**config.mk**
```make
export PLATFORM = sky130hd
export DESIGN_NAME = ks_pipe_adder
export DESIGN_NICKNAME = d
export VERILOG_FILES = /design/src/rtl/ks_adder_pkg.sv /design/src/rtl/ks_prefix_level.sv /design/src/rtl/ks_pipe_adder.sv
export SDC_FILE = /design/constraint.sdc
export NUM_CORES = 1
export LEC_CHECK = 0
export ABC_AREA = 1
export BUFFER_PORTS_ARGS = -buffer_cell sky130_fd_sc_hd__clkbuf_2
export CORE_MARGIN = 5
export CORE_UTILIZATION = 45
export DETAILED_ROUTE_END_ITERATION = 16
export GPL_ROUTABILITY_DRIVEN = 0
export GPL_TIMING_DRIVEN = 0
export PLACE_DENSITY_LB_ADDON = 0.05
export SKIP_LAST_GASP = 1
export SLEW_MARGIN = 20
export SYNTH_ARGS = -nofsm -noshare
export SYNTH_HDL_FRONTEND = slang
export SYNTH_SLANG_ARGS = --single-unit
```
**constraint.sdc**
```tcl
create_clock -name clk -period 6.68 [get_ports clk]
set_input_delay 0.334 -clock clk [delete_from_list [all_inputs] [get_ports clk]]
set_output_delay 0.334 -clock clk [all_outputs]
set_load 0.005 [all_outputs]
```
**src/rtl/ks_adder_pkg.sv**
```systemverilog
// Shared types and elaboration helpers for the pipelined Kogge-Stone adder.
package ks_adder_pkg;

    localparam int MAX_WIDTH = 128;

    // Generate/propagate pair for one bit (or one prefix group)
    typedef struct packed {
        logic g;
        logic p;
    } pg_t;

    function automatic int clog2(input int v);
        int r;
        r = 0;
        while ((1 << r) < v) r = r + 1;
        return r;
    endfunction

    // Cycles from accepted beat to out_valid: operand register plus one per prefix group
    function automatic int ks_latency(input int w, input int pe);
        return 1 + (clog2(w) + pe - 1) / pe;
    endfunction

endpackage

```
**src/rtl/ks_prefix_level.sv**
```systemverilog
// One combinational row of Kogge-Stone black/grey cells at a fixed span DIST.
module ks_prefix_level
    import ks_adder_pkg::*;
#(
    parameter int WIDTH = 32,
    parameter int DIST  = 1
) (
    input  pg_t [WIDTH-1:0] pg,
    output pg_t [WIDTH-1:0] pg_nxt
);

    always_comb begin
        pg_nxt = pg;
        for (int i = DIST; i < WIDTH; i++) begin
            pg_nxt[i].g = pg[i].g | (pg[i].p & pg[i-DIST].g);
            pg_nxt[i].p = pg[i].p & pg[i-DIST].p;
        end
    end

endmodule

```
**src/rtl/ks_pipe_adder.sv**
```systemverilog
// Pipelined Kogge-Stone add/subtract with global-stall valid/ready flow control.
// Optional signed-overflow output enabled by defining KS_PIPE_ADDER_OVF_EN.
module ks_pipe_adder
    import ks_adder_pkg::*;
#(
    parameter int WIDTH      = 32,
    parameter int PIPE_EVERY = 2
) (
    input  logic             clk,
    input  logic             rst,
    input  logic             in_valid,
    output logic             in_ready,
    input  logic [WIDTH-1:0] a,
    input  logic [WIDTH-1:0] b,
    input  logic             cin,
    input  logic             sub,
    output logic             out_valid,
    input  logic             out_ready,
    output logic [WIDTH-1:0] sum,
    output logic             cout
`ifdef KS_PIPE_ADDER_OVF_EN
    ,
    output logic             ovf
`endif
);

    localparam int LOG2W = clog2(WIDTH);

    if (WIDTH < 4 || WIDTH > MAX_WIDTH || (1 << LOG2W) != WIDTH) begin : g_bad_width
        $error("ks_pipe_adder: WIDTH must be a power of two in 4..128");
    end
    if (PIPE_EVERY < 1 || PIPE_EVERY > LOG2W) begin : g_bad_pipe
        $error("ks_pipe_adder: PIPE_EVERY must be in 1..clog2(WIDTH)");
    end

    // Every stage moves together; a stalled output freezes the whole pipe
    logic adv;
    assign adv      = !out_valid | out_ready;
    assign in_ready = adv;

    logic [WIDTH-1:0] b_eff;
    logic             c_eff;
    assign b_eff = sub ? ~b : b;
    assign c_eff = cin ^ sub;

    // ---- stage 0: operand generate/propagate ----
    logic [WIDTH-1:0] g_p0, p_p0;
    logic             c_p0, vld_p0;

    always_ff @(posedge clk or posedge rst) begin
        if (rst)      vld_p0 <= 1'b0;
        else if (adv) vld_p0 <= in_valid;
    end

    always_ff @(posedge clk) begin
        if (adv && in_valid) begin
            g_p0 <= a & b_eff;
            p_p0 <= a ^ b_eff;
            c_p0 <= c_eff;
        end
    end

    // Carry-in is folded into bit 0 so G[i] becomes the true carry out of bit i
    pg_t [WIDTH-1:0] pg_p0;
    always_comb begin
        for (int i = 0; i < WIDTH; i++) begin
            pg_p0[i].g = g_p0[i];
            pg_p0[i].p = p_p0[i];
        end
        pg_p0[0].g = g_p0[0] | (p_p0[0] & c_p0);
    end

    for (genvar k = 0; k < LOG2W; k++) begin : g_lvl
        localparam bit REG_AFTER = ((k + 1) % PIPE_EVERY == 0) && (k != LOG2W - 1);

        pg_t [WIDTH-1:0]  pg_d, pg_row, pg_q;
        logic [WIDTH-1:0] prop_d, prop_q;
        logic             c_d, c_q, vld_d, vld_q;

        if (k == 0) begin : g_src
            assign pg_d   = pg_p0;
            assign prop_d = p_p0;
            assign c_d    = c_p0;
            assign vld_d  = vld_p0;
        end else begin : g_src
            assign pg_d   = g_lvl[k-1].pg_q;
            assign prop_d = g_lvl[k-1].prop_q;
            assign c_d    = g_lvl[k-1].c_q;
            assign vld_d  = g_lvl[k-1].vld_q;
        end

        ks_prefix_level #(
            .WIDTH (WIDTH),
            .DIST  (1 << k)
        ) u_row (
            .pg     (pg_d),
            .pg_nxt (pg_row)
        );

        // ---- stage boundary after this prefix row ----
        if (REG_AFTER) begin : g_reg
            always_ff @(posedge clk or posedge rst) begin
                if (rst)      vld_q <= 1'b0;
                else if (adv) vld_q <= vld_d;
            end

            always_ff @(posedge clk) begin
                if (adv) begin
                    pg_q   <= pg_row;
                    prop_q <= prop_d;
                    c_q    <= c_d;
                end
            end
        end else begin : g_wire
            assign pg_q   = pg_row;
            assign prop_q = prop_d;
            assign c_q    = c_d;
            assign vld_q  = vld_d;
        end
    end

    logic [WIDTH-1:0] carry, prop_f, unused_grp_p;
    logic             c_f, vld_f;

    always_comb begin
        for (int i = 0; i < WIDTH; i++) begin
            carry[i]        = g_lvl[LOG2W-1].pg_q[i].g;
            unused_grp_p[i] = g_lvl[LOG2W-1].pg_q[i].p;
        end
    end

    assign prop_f = g_lvl[LOG2W-1].prop_q;
    assign c_f    = g_lvl[LOG2W-1].c_q;
    assign vld_f  = g_lvl[LOG2W-1].vld_q;

    // ---- final stage: sum / carry-out register ----
    always_ff @(posedge clk or posedge rst) begin
        if (rst) begin
            out_valid <= 1'b0;
            sum       <= '0;
            cout      <= 1'b0;
`ifdef KS_PIPE_ADDER_OVF_EN
            ovf       <= 1'b0;
`endif
        end else if (adv) begin
            out_valid <= vld_f;
            if (vld_f) begin
                sum  <= prop_f ^ {carry[WIDTH-2:0], c_f};
                cout <= carry[WIDTH-1];
`ifdef KS_PIPE_ADDER_OVF_EN
                ovf  <= carry[WIDTH-1] ^ carry[WIDTH-2];
`endif
            end
        end
    end

endmodule

```
Word-level counts from Yosys, hierarchy flattened
Index checks and enable logic that the tools add are counted.
{ "word_totals": {"output_inout_bits": 35, "regBits": 276, "inputBits": 70, "elab_cells": 489} }
{ "op_classes": {"reduce_logical": 3, "bitwise": 364, "n_mux": 1} }
{ "ops": {"columns": ["cell", "count"], "rows": [
  ["$and A1 B1 Y1", 228],
  ["$or A1 B1 Y1", 131],
  ["$xor A32 B32 Y32", 2],
  ["$and A32 B32 Y32", 1],
  ["$mux W32", 1],
  ["$not A32 Y32", 1],
  ["$reduce_and A2 Y1", 1],
  ["$logic_and A1 B1 Y1", 1],
  ["$logic_not A1 Y1", 1],
  ["$xor A1 B1 Y1", 1]
]} }

Logic depth before layout (Yosys ltp)
{ "logic_depth": {"ltp_word": 6, "mapped_depth": 6, "depth_no_buf": 6} }

Hierarchy
A second synthesis with hierarchy kept.
{ "hier_totals": {"cells_unflattened": 1353, "hier_area_um2": 13450.4} }
{ "by_module_without_submodules": {"columns": ["mod", "seq_area_each_um2", "n_inst", "area_per_inst_um2", "cells_each"], "rows": [
  ["ks_pipe_adder", 8703.3, 1, 10563.9, 646],
  ["ks_prefix_level (g_lvl[0].u_row)", 0.0, 1, 596.8, 157],
  ["ks_prefix_level (g_lvl[1].u_row)", 0.0, 1, 593.1, 154],
  ["ks_prefix_level (g_lvl[2].u_row)", 0.0, 1, 585.6, 148],
  ["ks_prefix_level (g_lvl[3].u_row)", 0.0, 1, 570.5, 136],
  ["ks_prefix_level (g_lvl[4].u_row)", 0.0, 1, 540.5, 112]
]} }

Worst setup path after synthesis
OpenSTA, ideal clock, no wires.
{ "synth_path": {"path_type": "flip-flop to flip-flop", "start": "register out_valid", "end": "register c_p0, enable pin", "setup_ns": 0.419, "arrival_ns": 3.210, "n_path_buf": 0, "t_required_ns": 6.261, "path_slack_ns": 3.050, "path_stages_with_launch": 4, "path_cell_list": "dfrtp_1 > nand2_4 > nand2_1 > inv_1"} }
{ "synth_between": {"elab_chain_cells": 3} }
{ "synth_rtl": {"columns": ["item", "line_no", "text"], "rows": [
  ["start: declaration", "ks_pipe_adder.sv:17", "output logic out_valid,"],
  ["start signal: assignment", "ks_pipe_adder.sv:146", "out_valid <= vld_f;"],
  ["$logic_not A1 Y1", "ks_pipe_adder.sv:38", "assign adv = !out_valid | out_ready;"],
  ["$or A1 B1 Y1", "ks_pipe_adder.sv:38", null],
  ["named net in_ready", "ks_pipe_adder.sv:12", "output logic in_ready,"],
  ["$logic_and A1 B1 Y1", "ks_pipe_adder.sv:56", "if (adv && in_valid) begin"],
  ["end signal: assignment", "ks_pipe_adder.sv:59", "c_p0 <= c_eff;"],
  ["end: declaration", "ks_pipe_adder.sv:48", "logic c_p0, vld_p0;"]
]} }
The timed path passes the listed nets, and every way through them passes these cells.
A chain may end at the register's enable or synchronous reset.

Final worst setup path
{ "layout_path": {"start": "register out_valid", "end": "output in_ready"} }
{ "layout_between": {"elab_chain_cells": 2} }
{ "layout_rtl": {"columns": ["item", "line_no"], "rows": [
  ["$logic_not A1 Y1", "ks_pipe_adder.sv:38"],
  ["$or A1 B1 Y1", "ks_pipe_adder.sv:38"],
  ["end: declaration", "ks_pipe_adder.sv:12"]
]} }
No other way between the ends.

==> key figures <==
Min path
  • Min-Delay Endpoint: g_lvl[0].prop_d[26]
  • Hold depth: 2
  • Hold Path Origin: a[26]
  • Hold Crit Class: input port to register

Layout
  • Ant diodes: 0
  • # nets final: 1017
  • Fin util: 53.5%
  • Layout area overhead: 17.9%
  • Fill count: 2084
  • Final std cells w/o fill: 1261
  • Share of cells above drive strength 1: 17.8%

Synthesis
  • Cell accounting for the most synthesized area: edfxtp_1
  • Synth Register Bits: 276
  • Xor and xnor area share after synthesis: 4.00%
  • Mapped Area: 0.0109 mm^2
  • Average cell area after synthesis: 14.0 um^2
  • Post-synth cell types: 25
  • Synth Area in Compound Gates: 6.19%
  • Post-Syn Nets: 881
  • Commonest cells post-synth: edfxtp_1, nand2_1, a21oi_1
  • Simple-gate portion of the synthesized area: 10.1%
  • Multiplexer share of the synthesized area: 0%
  • Number of synthesis warnings: 0
  • Ys async rst share: 13.4%
  • Largest cells by area after synthesis: edfxtp_1, dfrtp_1, nand2_1
  • Cells after synthesis: 779
  • Most common cell in the netlist: edfxtp_1
  • Sequential fraction of the synthesis area: 74.1%
  • Top cell type's share of synthesized area: 65.6%
  • Main synth FF type: edfxtp_1
  • Main combinational cell family by area after synthesis: simple AND/OR/NAND/NOR gates
  • EDFF count, synth: 239
  • Synth Area in Adders: 3.66%

STA
  • F_max: 0.389 GHz
  • Hold WS: 0.107 ns
  • Final Critical Period: 2.57 ns
  • Tcrit/Tclk final: 38.5%
  • Slew HR: 51.1%
  • Worst Clk Skew: 0.0126 ns
  • Final hold violations: 0
  • Setup TNS: 0 ns
  • Final worst slack: 4.11 ns
  • Final number of setup-violating endpoints: 0
  • Worst-Margin Slew: 0.732 ns
  • Unrepaired setup endpoints after global routing: false
  • Pins Over Slew Limit: 0

Global route
  • GR Util All Layers: 15.6%
  • First-pass GRT wire length: 34700 um
  • Vias in the first global route: 6559
  • Total gr overflow: 0
  • Initial antenna violation count: 0
  • Largest net degree at the start of global routing: 104

Setup path
  • Worst EP required: 6.35 ns
  • Worst R2R Setup Slack: 4.70 ns
  • Worst r2r path cells: 4
  • Startpoint types: register
  • Crit path max-delay family: buffers and inverters
  • Arrival time at the worst endpoint: 2.24 ns
  • Worst R2R End: g_p0[0]
  • CP Capture Type: primary output
  • Slowest-stage cell, CP: dfrtp_1
  • Buf/Inv on CP: 2
  • Critical Path, Cell by Cell: nand2_8, buf_16, clkbuf_2
  • Kind of critical path: register to primary output
  • Largest stage delay on the critical path: 0.47 ns
  • Worst r2r src: out_valid
  • Max FO, Critical Path: 103

Pwr
  • Sw frac: 27.9%
  • Static Leakage: 5.18 nW
  • Clock share of power: 29.8%
  • Power Internal: 0.00386 W
  • Max rail drop VDD: 0.159 mV
  • Combinational power share: 18.1%
  • Power Density: 416 mW/mm^2
  • P_sw: 0.00150 W
  • Seq pwr share: 52.1%

Floorplanning
  • Die Y: 166 um
  • Initial Utilization: 45.4%
  • Full die area: 0.0275 mm^2
  • Die W: 166 um
  • I/O pin count: 105
  • Rows: 57
  • CORE AREA: 0.0241 mm^2

Flow run
  • Max-cap violations: 0

Clock network
  • Clk buf depth: 3
  • Reg clk slew, reported paths: 0.06 ns
  • Inserted Clock Buffers: 28
  • Clk_lat worst skew: 0.53 ns
  • Root Buffer: clkbuf_16
  • CTS tree: yes
  • CTS resizes: 0
  • H-tree depth: 1
  • CTS Sinks: 276

Drt
  • Vias: 6067
  • DR DRC count: 0
  • Drt total wl: 21100 um
  • Vias per cell: 4.81
  • ANT nets after route: 0
  • 1st-iter DRT viols: 428
  • WL/cell: 16.8 um
  • Drt pass-1 iters: 5

Place
  • Number of instances in the placed design: 1208
  • IO Port Bufs: 103
  • DP Wirelength: 15900 um
  • Dpl ws: 4.59 ns

Status
  • Run status: completed
==> power by group through the flow <==
stage	combinational [W]	clock [W]	sequential (W)
floorplan	0.000616	0	0.00274
global placement	0.000951	0	0.00284
detailed placement	0.000991	0	0.00284
CTS	0.000996	0.00163	0.00280
global route	0.00111	0.00172	0.00286
finish	0.000970	0.00160	0.00279
==> through the flow <==
step                power (W)  area [um^2]
floorplan             0.00336        10900
global placement      0.00380        11900
detailed placement    0.00383        11900
CTS                   0.00543        12900
global route          0.00569        12900
finish                0.00536        12900
==> flip-flops by register name (all words and copies together) (netlist names) <==
register	flops
c_f	1
c_p0	1
cout	1
g_lvl.c_q	1
g_lvl.pg_q	108
g_lvl.prop_d	32
g_lvl.prop_q	64
g_lvl.vld_d	1
g_lvl.vld_q	2
g_p0	32
out_valid	1
sum	32
==> worst max-delay path by stage <==
stage / startpoint / slack (ns) / depth (start not counted) / end
detailed placement: out_ready / 4.59 / 5 / in_ready
global route: out_valid / 3.97 / 3 / in_ready
global placement: out_ready / 2.03 / 5 / c_p0
floorplan: out_valid / 3.05 / 3 / c_p0
CTS: out_valid / 4.06 / 3 / in_ready
finish: out_valid / 4.11 / 3 / in_ready
==> cells by family after synthesis <==
| group | after synthesis |
|---|---|
| AO/OA/AOI/OAI | 117 |
| XOR/XNOR | 50 |
| adder cells (fa/ha/maj) | 32 |
| AND/OR/NAND/NOR | 263 |
| buffers and inverters | 41 |
| flip-flops | 276 |
==> final cells by class <==
cell class	count	area (um^2)	share of cell area [%]
tap	324	405	3.15
multi-input combinational	462	2630	20.4
clock inverter	18	211	1.64
buffer	10	98.8	0.767
sequential	276	8100	62.9
inverter	31	119	0.922
clock buffer	34	744	5.78
timing repair buffer	106	581	4.50
==> layer usage <==
layer | routed length, um | global-route usage (%)
met4 | 301 | 3.48
met3 | 943 | 2.79
met5 | 0 | 0
met1 | 10000 | 22.5
met2 | 9870 | 25.0
==> worst reg2reg max path, delay by kind of cell (launching register included) <==
kind / cells / cell delay, ns
flops: 1 / 0.47
simple gates: 2 / 0.71
buf+inv: 2 / 0.39
==> repair_timing <==
action,4_1_cts,5_1_grt
endpoints found under the hold margin,37,0
setup buffers,0,0
setup endpoints to repair,0,0
hold buffers,1,0
==> layout by cell type (no fill, tap or decap), drive strengths merged <==
cell type / instances
edfxtp: 239
nand2: 171
clkbuf: 137
a21oi: 47
o21ai: 44
nor2: 41
dfrtp: 37
xor2: 33
nand3: 32
ha: 32
inv: 31
xnor2: 17
nand3b: 15
a21o: 12
o21bai: 12
clkinv: 12
buf: 12
bufinv: 5
nor3: 4
o31ai: 2
clkinvlp: 1
dlygate4sd3: 1
No activity file was read; power rests on OpenSTA's default activity.
